==> src/rtl/add_seq_pkg.sv <==
// Shared constants and types for the sequential slice adder controller.
package add_seq_pkg;

  // Width of one adder slice; the shared adder works on this many bits.
  localparam int SLICE_W = 6;

  // Controller states.
  typedef enum logic [1:0] {
    IDLE = 2'd0,
    ADD  = 2'd1,
    INC  = 2'd2,
    DONE = 2'd3
  } state_t;

  // Signed two's-complement overflow from operand MSBs and result MSB.
  function automatic logic signed_ovf(input logic a_msb, input logic b_msb, input logic s_msb);
    return (a_msb == b_msb) && (s_msb != a_msb);
  endfunction

endpackage

==> src/rtl/add_seq_ctrl_adder.sv <==
// Team 6-bit unsigned adder without carry-in; one instance is shared
// across all slices by add_seq_ctrl.
module adder
  import add_seq_pkg::*;
(
  input  logic [SLICE_W-1:0] X,
  input  logic [SLICE_W-1:0] Y,
  output logic [SLICE_W-1:0] S,
  output logic               cout
);

  assign {cout, S} = {1'b0, X} + {1'b0, Y};

endmodule

==> src/rtl/add_seq_ctrl.sv <==
// Sequential A+B controller: one 6-bit adder is time-multiplexed over
// NSLICE slices, LSB first. A carry into a slice is absorbed by an extra
// INC pass that adds 1 to the freshly written slice.
// Optional feature: define ADD_SEQ_OVF_EN to add the signed overflow
// output ovf.
module add_seq_ctrl
  import add_seq_pkg::*;
#(
  parameter  int NSLICE = 4,
  localparam int W      = SLICE_W * NSLICE
) (
  input  logic         clk,
  input  logic         rst,
  input  logic         in_valid,
  output logic         in_ready,
  input  logic [W-1:0] A,
  input  logic [W-1:0] B,
  output logic         out_valid,
  input  logic         out_ready,
  output logic [W-1:0] SUM,
  output logic         cout
`ifdef ADD_SEQ_OVF_EN
  ,
  output logic         ovf
`endif
);

  localparam int KW = (NSLICE > 1) ? $clog2(NSLICE) : 1;
  localparam logic [KW-1:0] K_LAST = KW'(NSLICE - 1);

  state_t state_q, state_d;

  logic [W-1:0]  a_q, a_d;
  logic [W-1:0]  b_q, b_d;
  logic [W-1:0]  sum_q, sum_d;          // working result, written slice by slice
  logic [W-1:0]  sum_out_q, sum_out_d;  // result presented on SUM
  logic [KW-1:0] k_q, k_d;
  logic          c_q, c_d;              // carry into the current slice
  logic          c1_q, c1_d;            // carry out of the ADD pass
  logic          cout_q, cout_d;
`ifdef ADD_SEQ_OVF_EN
  logic          ovf_q, ovf_d;
`endif

  logic [SLICE_W-1:0] adder_x_s;
  logic [SLICE_W-1:0] adder_y_s;
  logic [SLICE_W-1:0] adder_s_s;
  logic               adder_co_s;
  logic               last_s;
  logic               slice_done_s;

  adder u_adder (
    .X    (adder_x_s),
    .Y    (adder_y_s),
    .S    (adder_s_s),
    .cout (adder_co_s)
  );

  assign last_s = (k_q == K_LAST);

  // State register; reset drops any in-flight transaction.
  always_ff @(posedge clk or posedge rst) begin
    if (rst) begin
      state_q <= IDLE;
    end else begin
      state_q <= state_d;
    end
  end

  // Next-state logic.
  always_comb begin
    state_d = state_q;
    case (state_q)
      IDLE: begin
        if (in_valid) begin
          state_d = ADD;
        end else begin
          state_d = IDLE;
        end
      end
      ADD: begin
        if (c_q) begin
          state_d = INC;
        end else if (last_s) begin
          state_d = DONE;
        end else begin
          state_d = ADD;
        end
      end
      INC: begin
        if (last_s) begin
          state_d = DONE;
        end else begin
          state_d = ADD;
        end
      end
      DONE: begin
        if (out_ready) begin
          state_d = IDLE;
        end else begin
          state_d = DONE;
        end
      end
      default: state_d = IDLE;
    endcase
  end

  // Handshake outputs decoded from the state; in_ready is held low during reset.
  always_comb begin
    in_ready  = 1'b0;
    out_valid = 1'b0;
    case (state_q)
      IDLE:    in_ready  = ~rst;
      DONE:    out_valid = 1'b1;
      default: begin
        in_ready  = 1'b0;
        out_valid = 1'b0;
      end
    endcase
  end

  // Adder operand mux: operand slices in ADD, stored slice plus one in INC.
  always_comb begin
    if (state_q == INC) begin
      adder_x_s = sum_q[k_q*SLICE_W +: SLICE_W];
      adder_y_s = 6'b000001;
    end else begin
      adder_x_s = a_q[k_q*SLICE_W +: SLICE_W];
      adder_y_s = b_q[k_q*SLICE_W +: SLICE_W];
    end
  end

  // Datapath next-state: slice write-back, carry tracking, result capture.
  always_comb begin
    a_d          = a_q;
    b_d          = b_q;
    sum_d        = sum_q;
    sum_out_d    = sum_out_q;
    k_d          = k_q;
    c_d          = c_q;
    c1_d         = c1_q;
    cout_d       = cout_q;
    slice_done_s = 1'b0;
`ifdef ADD_SEQ_OVF_EN
    ovf_d        = ovf_q;
`endif
    case (state_q)
      IDLE: begin
        if (in_valid) begin
          a_d = A;
          b_d = B;
          k_d = {KW{1'b0}};
          c_d = 1'b0;
        end else begin
          a_d = a_q;
        end
      end
      ADD: begin
        sum_d[k_q*SLICE_W +: SLICE_W] = adder_s_s;
        c1_d = adder_co_s;
        if (c_q) begin
          slice_done_s = 1'b0;
        end else begin
          c_d          = adder_co_s;
          slice_done_s = 1'b1;
        end
      end
      INC: begin
        sum_d[k_q*SLICE_W +: SLICE_W] = adder_s_s;
        c_d          = c1_q | adder_co_s;
        slice_done_s = 1'b1;
      end
      DONE: begin
        sum_out_d = sum_out_q;
      end
      default: begin
        sum_out_d = sum_out_q;
      end
    endcase

    if (slice_done_s) begin
      k_d = k_q + KW'(1);
      if (last_s) begin
        sum_out_d = sum_d;
        cout_d    = c_d;
`ifdef ADD_SEQ_OVF_EN
        ovf_d     = signed_ovf(a_q[W-1], b_q[W-1], adder_s_s[SLICE_W-1]);
`endif
      end else begin
        cout_d = cout_q;
      end
    end else begin
      k_d = k_d;
    end
  end

  // Datapath registers.
  always_ff @(posedge clk or posedge rst) begin
    if (rst) begin
      a_q       <= {W{1'b0}};
      b_q       <= {W{1'b0}};
      sum_q     <= {W{1'b0}};
      sum_out_q <= {W{1'b0}};
      k_q       <= {KW{1'b0}};
      c_q       <= 1'b0;
      c1_q      <= 1'b0;
      cout_q    <= 1'b0;
`ifdef ADD_SEQ_OVF_EN
      ovf_q     <= 1'b0;
`endif
    end else begin
      a_q       <= a_d;
      b_q       <= b_d;
      sum_q     <= sum_d;
      sum_out_q <= sum_out_d;
      k_q       <= k_d;
      c_q       <= c_d;
      c1_q      <= c1_d;
      cout_q    <= cout_d;
`ifdef ADD_SEQ_OVF_EN
      ovf_q     <= ovf_d;
`endif
    end
  end

  assign SUM  = sum_out_q;
  assign cout = cout_q;
`ifdef ADD_SEQ_OVF_EN
  assign ovf  = ovf_q;
`endif

endmodule

==> config.mk <==
export PLATFORM = sky130hd
export DESIGN_NAME = add_seq_ctrl
export DESIGN_NICKNAME = d
export VERILOG_FILES = /design/src/rtl/add_seq_pkg.sv /design/src/rtl/add_seq_ctrl_adder.sv /design/src/rtl/add_seq_ctrl.sv
export SDC_FILE = /design/constraint.sdc
export NUM_CORES = 1
export LEC_CHECK = 0
export ABC_CLOCK_PERIOD_IN_PS = 8250
export CORE_AREA = 2 2 99 101
export DETAILED_ROUTE_END_ITERATION = 7
export DIE_AREA = 0 0 101 103
export PLACE_DENSITY = 0.8
export SYNTH_ARGS = -nofsm -noshare
export SYNTH_HDL_FRONTEND = slang
export SYNTH_SLANG_ARGS = --single-unit
==> constraint.sdc <==
create_clock -name clk -period 8.25 [get_ports clk]
set_input_delay 1.65 -clock clk [delete_from_list [all_inputs] [get_ports clk]]
set_output_delay 1.65 -clock clk [all_outputs]
set_load 0.01 [all_outputs]
# [Yosys cells after proc, flatten, opt, wreduce, memory -nomap -nowiden]
# Cells that the tools add are included.
[op_classes] add_sub_neg=3 mul=1 n_eq_ne=4 shifts=5 muxes=19 n_bitwise=2 n_reduce_logical=7
[ops] op="24-bit by 6-bit variable part select with 6-bit output" n=3
[ops] op="5-bit negator with 34-bit output" n=1
[ops] op="6-bit by 34-bit variable shift with 24-bit output (first input constant)" n=1
[ops] op="6-bit by 34-bit variable part select with 24-bit output" n=1
[ops] op="24-bit bitwise mux" n=1
[ops] op="24-bit two-way mux" n=1
[ops] op="2-bit two-way mux" n=6
[ops] op="6-bit two-way mux" n=2
[ops] op="2-bit case mux with 4 select lines" n=1
[ops] op="6-bit by 6-bit adder with 7-bit output" n=1
[ops] op="2-bit == test (second input constant)" n=3
[ops] op="1-bit two-way mux" n=6
[ops] op="2-bit AND reduction" n=3
[ops] op="2-bit by 2-bit multiplier with 4-bit output (second input constant)" n=1
[ops] op="2-bit nonzero test" n=2
[ops] op="1-bit case mux with 3 select lines" n=1
[ops] op="2-bit by 1-bit adder with 2-bit output (second input constant)" n=1
[ops] op="2-bit by 1-bit == test with 1-bit output (second input constant)" n=1
[ops] op="2-bit zero test" n=1
[ops] op="1-bit case mux with 2 select lines" n=1
[ops] op="2-bit OR reduction" n=1
[ops] op="1-bit inverter" n=1
[ops] op="1-bit bitwise OR" n=1
[totals] ff_bits=103 inputBits=52 out_inout_bits=27 wordCells=50

# [Logic depth before layout (Yosys ltp)]
[logic_depth] ltp_word=7 depth_mapped=15 mapped_depth_nobuf=14

# [Modules after synthesis]
# From an unflattened synthesis, not the netlist that was laid out.
[hier_totals] cells_unflattened=385 hier_area_um2=5091.1
[modules_own_cells] mod="add_seq_ctrl" n_inst=1 cells_each=357 area_per_inst_um2=4848.4
[modules_own_cells] mod="adder" n_inst=1 cells_each=28 area_per_inst_um2=242.7

# [Least setup slack after synthesis]
# Ideal clock, no wire load.
[synth_timing] kind="input to output" from="in rst" to="out in_ready" arrival_time_ns=1.828 slack_ns=4.772 cell_stages=1 path_buffers=0 path_cell_list="nor2b_1"
[synth_via] elab_chain_len=2
[synth_rtl] element="start: declaration" line="add_seq_ctrl.sv:13" rtl="input logic rst,"
[synth_rtl] element="1-bit inverter" line="add_seq_ctrl.sv:113" rtl="IDLE: in_ready = ~rst;"
[synth_rtl] element="1-bit two-way mux" line="add_seq_ctrl.sv:112" rtl="case (state_q)"
[synth_rtl] element="end: declaration" line="add_seq_ctrl.sv:15" rtl="output logic in_ready,"
# Every way passes these cells.

# [Worst setup path after layout]
# Ends and elaborated chain as after synthesis.

==> results.ini <==
[floorplanning]
fp.dieH_um = 103
die-area_mm2 = 0.0104
design.core.area_mm2 = 0.00946
initial_core_util = 0.530
io_pins = 79
row_count = 36
die_x_um = 101

[worst_hold_path]
whs_endpoint = SUM[1]$_DFFE_PP0P_
min_path_cells = 1
hp-class = reg -> reg
hold_path.startpoint = SUM[1]$_DFFE_PP0P_

[synth]
synth.distinct_cells = 47
synth_top_area_frac = 0.514
seq_area_frac_synth = 0.514
ys_async_sr_fraction = 1.00
synthTopCellsByArea = dfrtp_1 51%, mux2_2 13%, mux4_2 7.6%
avgSynthCellArea_um2 = 12.2
yosysTopAreaCell = dfrtp_1
syn-num-nets = 479
synth-edff-count = 0
synth_ff_type = dfrtp_1
synth_seq_cells = 103
ys_warn_count = 0
synthCells = 410
syn_area_mm2 = 0.00501

[timing]
worst_pin_slew_ns = 1.15
finalClockSkew_ns = 0.0182
whs_ns = 0.502
hold_violations = 0
setup_viol = 0
report.final.slew_viol_count = 0
rsz0062_at_grt = no
maxSlewHeadroom = 0.230
fmax_ghz = 0.226
fin_crit_ns = 4.43
tns_ns = 0
layout_worst_path_cycle_share = 0.537

[placement]
dp_hpwl_um = 7790
port-buffer-count = 78
place_inst = 586
gp_congestion = 0.914

[global_route]
grt_pass1_vias = 3663
grt_overflow = 0
grt_max_degree = 57
antenna_found_initial = 0
grt_use_total = 0.228
grt_pass1_wl_um = 18100

[route]
first_pass_iters = 5
ant_nets = 0
drc_errors = 0
totalWireLength_um = 11100
drt_iter0_markers = 214
drt-wirelength-per-cell_um = 18.4
viasPerCell = 5.83
num_vias = 3511

[clocking]
cts.reportedPaths.clkPinSlew_ns = 0.11
cts_tree = built
ctsResizeCount = 0
ctsHoldBuffers = 0
cts_max_path_buffers = 2
cts.sinks = 103
ctsHtreeMaxLevel = 3
cts_made_buffers = 9
clock_latency_ns = 0.39
postCtsSetupRepairBufs = 0
root_buffer = clkbuf_8

[setup_path]
startpoint_type = input port
critical-path-top-delay-family = buffers and inverters
rr_endpoint = SUM[22]$_DFFE_PP0P_
cp_slowest_cell = clkdlybuf4s50_1
worstPathBufferInverterCount = 2
cp_common_cell = clkdlybuf4s50_1
reg2reg_slack_ns = 4.57
r2r-start = state_q[0]$_DFF_PP0_
crit_fanout = 2
arrival_ns = 2.78
path_cells = clkdlybuf4s50_1, nor2b_1, clkdlybuf4s50_1
criticalPathCategory = in -> out
slowest_delay_ns = 0.54
r2r_cells = 14
worstSetupEndpointType = output port
crit_required_ns = 6.60

[cells_and_area]
nets = 552
n_antenna_cell = 0
drive_gt1_frac = 0.219
area_delta_synth_final_pct = 21.2
final_common_cell = dfrtp_1
fin_util = 0.643
fin_cells = 602
final_cell_mix = 103 x dfrtp_1, 78 x clkdlybuf4s50_1, 59 x nand2_1

[status]
status = complete, no violations

[pwr]
power_density_mw_per_mm2 = 441
vdd_ir_drop_max_v = 0.000214
total_power_mw = 2.68
power.leakage_nw = 2.65

[flow_run]
drv_cap = 0

[layout make-up]
| class | instances | area, µm² |
|---|---|---|
| Fill cell | 728 | 3380 |
| Sequential cell | 103 | 2580 |
| Multi-Input combinational cell | 272 | 2290 |
| Timing Repair Buffer | 82 | 811 |
| Tap cell | 114 | 143 |
| Clock buffer | 9 | 124 |
| Clock inverter | 7 | 72.6 |
| Inverter | 15 | 58.8 |
[sequential cells by signal, summed over array words and instances (netlist names)]
signal and count:
SUM 24, a_q 24, b_q 24, sum_q 24, k_q 2, state_q 2
c1_q 1, c_q 1, cout 1
[synthesized netlist by cell type, drive strengths merged, types with 7 or more instances]
cell type,number
mux4,17
nor2b,10
nand2,60
mux2,62
ha,16
buf,14
inv,15
o21ai,15
nor2,20
dfrtp,103
a21oi,8
a31oi,7
o31ai,8
[cells by family after synthesis]
| kind of cell | share of synthesized area |
|---|---|
| muxes | 0.220 |
| xor gates and xnor gates | 0.00674 |
| DFF | 0.514 |
| and+or+nand+nor | 0.0991 |
| adders and majority gates | 0.0439 |
| AOI/OAI and AO/OA | 0.0876 |
| buffers and inverters | 0.0292 |
[metrics by stage]
stage	setup slack [ns]	cell area [µm²]
floorplan	3.90	5010
global placement	3.82	5880
detailed placement	3.81	5880
CTS	3.81	6080
global route	3.78	6080
finish	3.82	6080
[worst register-to-register path, delay by kind of cell (launching register included)]
kind | cells | cell delay, ns
and+or+nand+nor | 3 | 0.27
adders and majority gates | 3 | 0.54
xor gates and xnor gates | 1 | 0.48
AOI/OAI and AO/OA | 2 | 0.58
muxes | 2 | 0.85
buffers and inverters | 3 | 0.47
DFF | 1 | 0.42
[power breakdown]
part | switching [mW] | internal (mW) | leakage, nW
sequential | 0.127 | 0.720 | 1.30
clock | 0.197 | 0.119 | 0.0970
combinational | 0.840 | 0.681 | 1.25
total | 1.16 | 1.52 | 2.65
[routing by layer]
layer | vias up | wire [µm] | part of all wire | track usage
met5 | - | 0 | 0 | 0
met4 | 0 | 178 | 0.016 | 0.0613
met3 | 14 | 522 | 0.047 | 0.0454
met2 | 98 | 5540 | 0.50 | 0.377
met1 | 1792 | 4820 | 0.44 | 0.314
li1 | 1607 | - | - | -
[worst max-delay path by stage]
stage	endpoint	depth (start not counted)	start	slack [ns]
after floorplan	SUM[0]$_DFFE_PP0P_	1	rst	3.90
after global placement	in_ready	3	rst	3.82
after detailed placement	in_ready	3	rst	3.81
after CTS	in_ready	3	rst	3.81
after global routing	in_ready	3	rst	3.78
final	in_ready	3	rst	3.82
(Power assumes the default switching activity.)
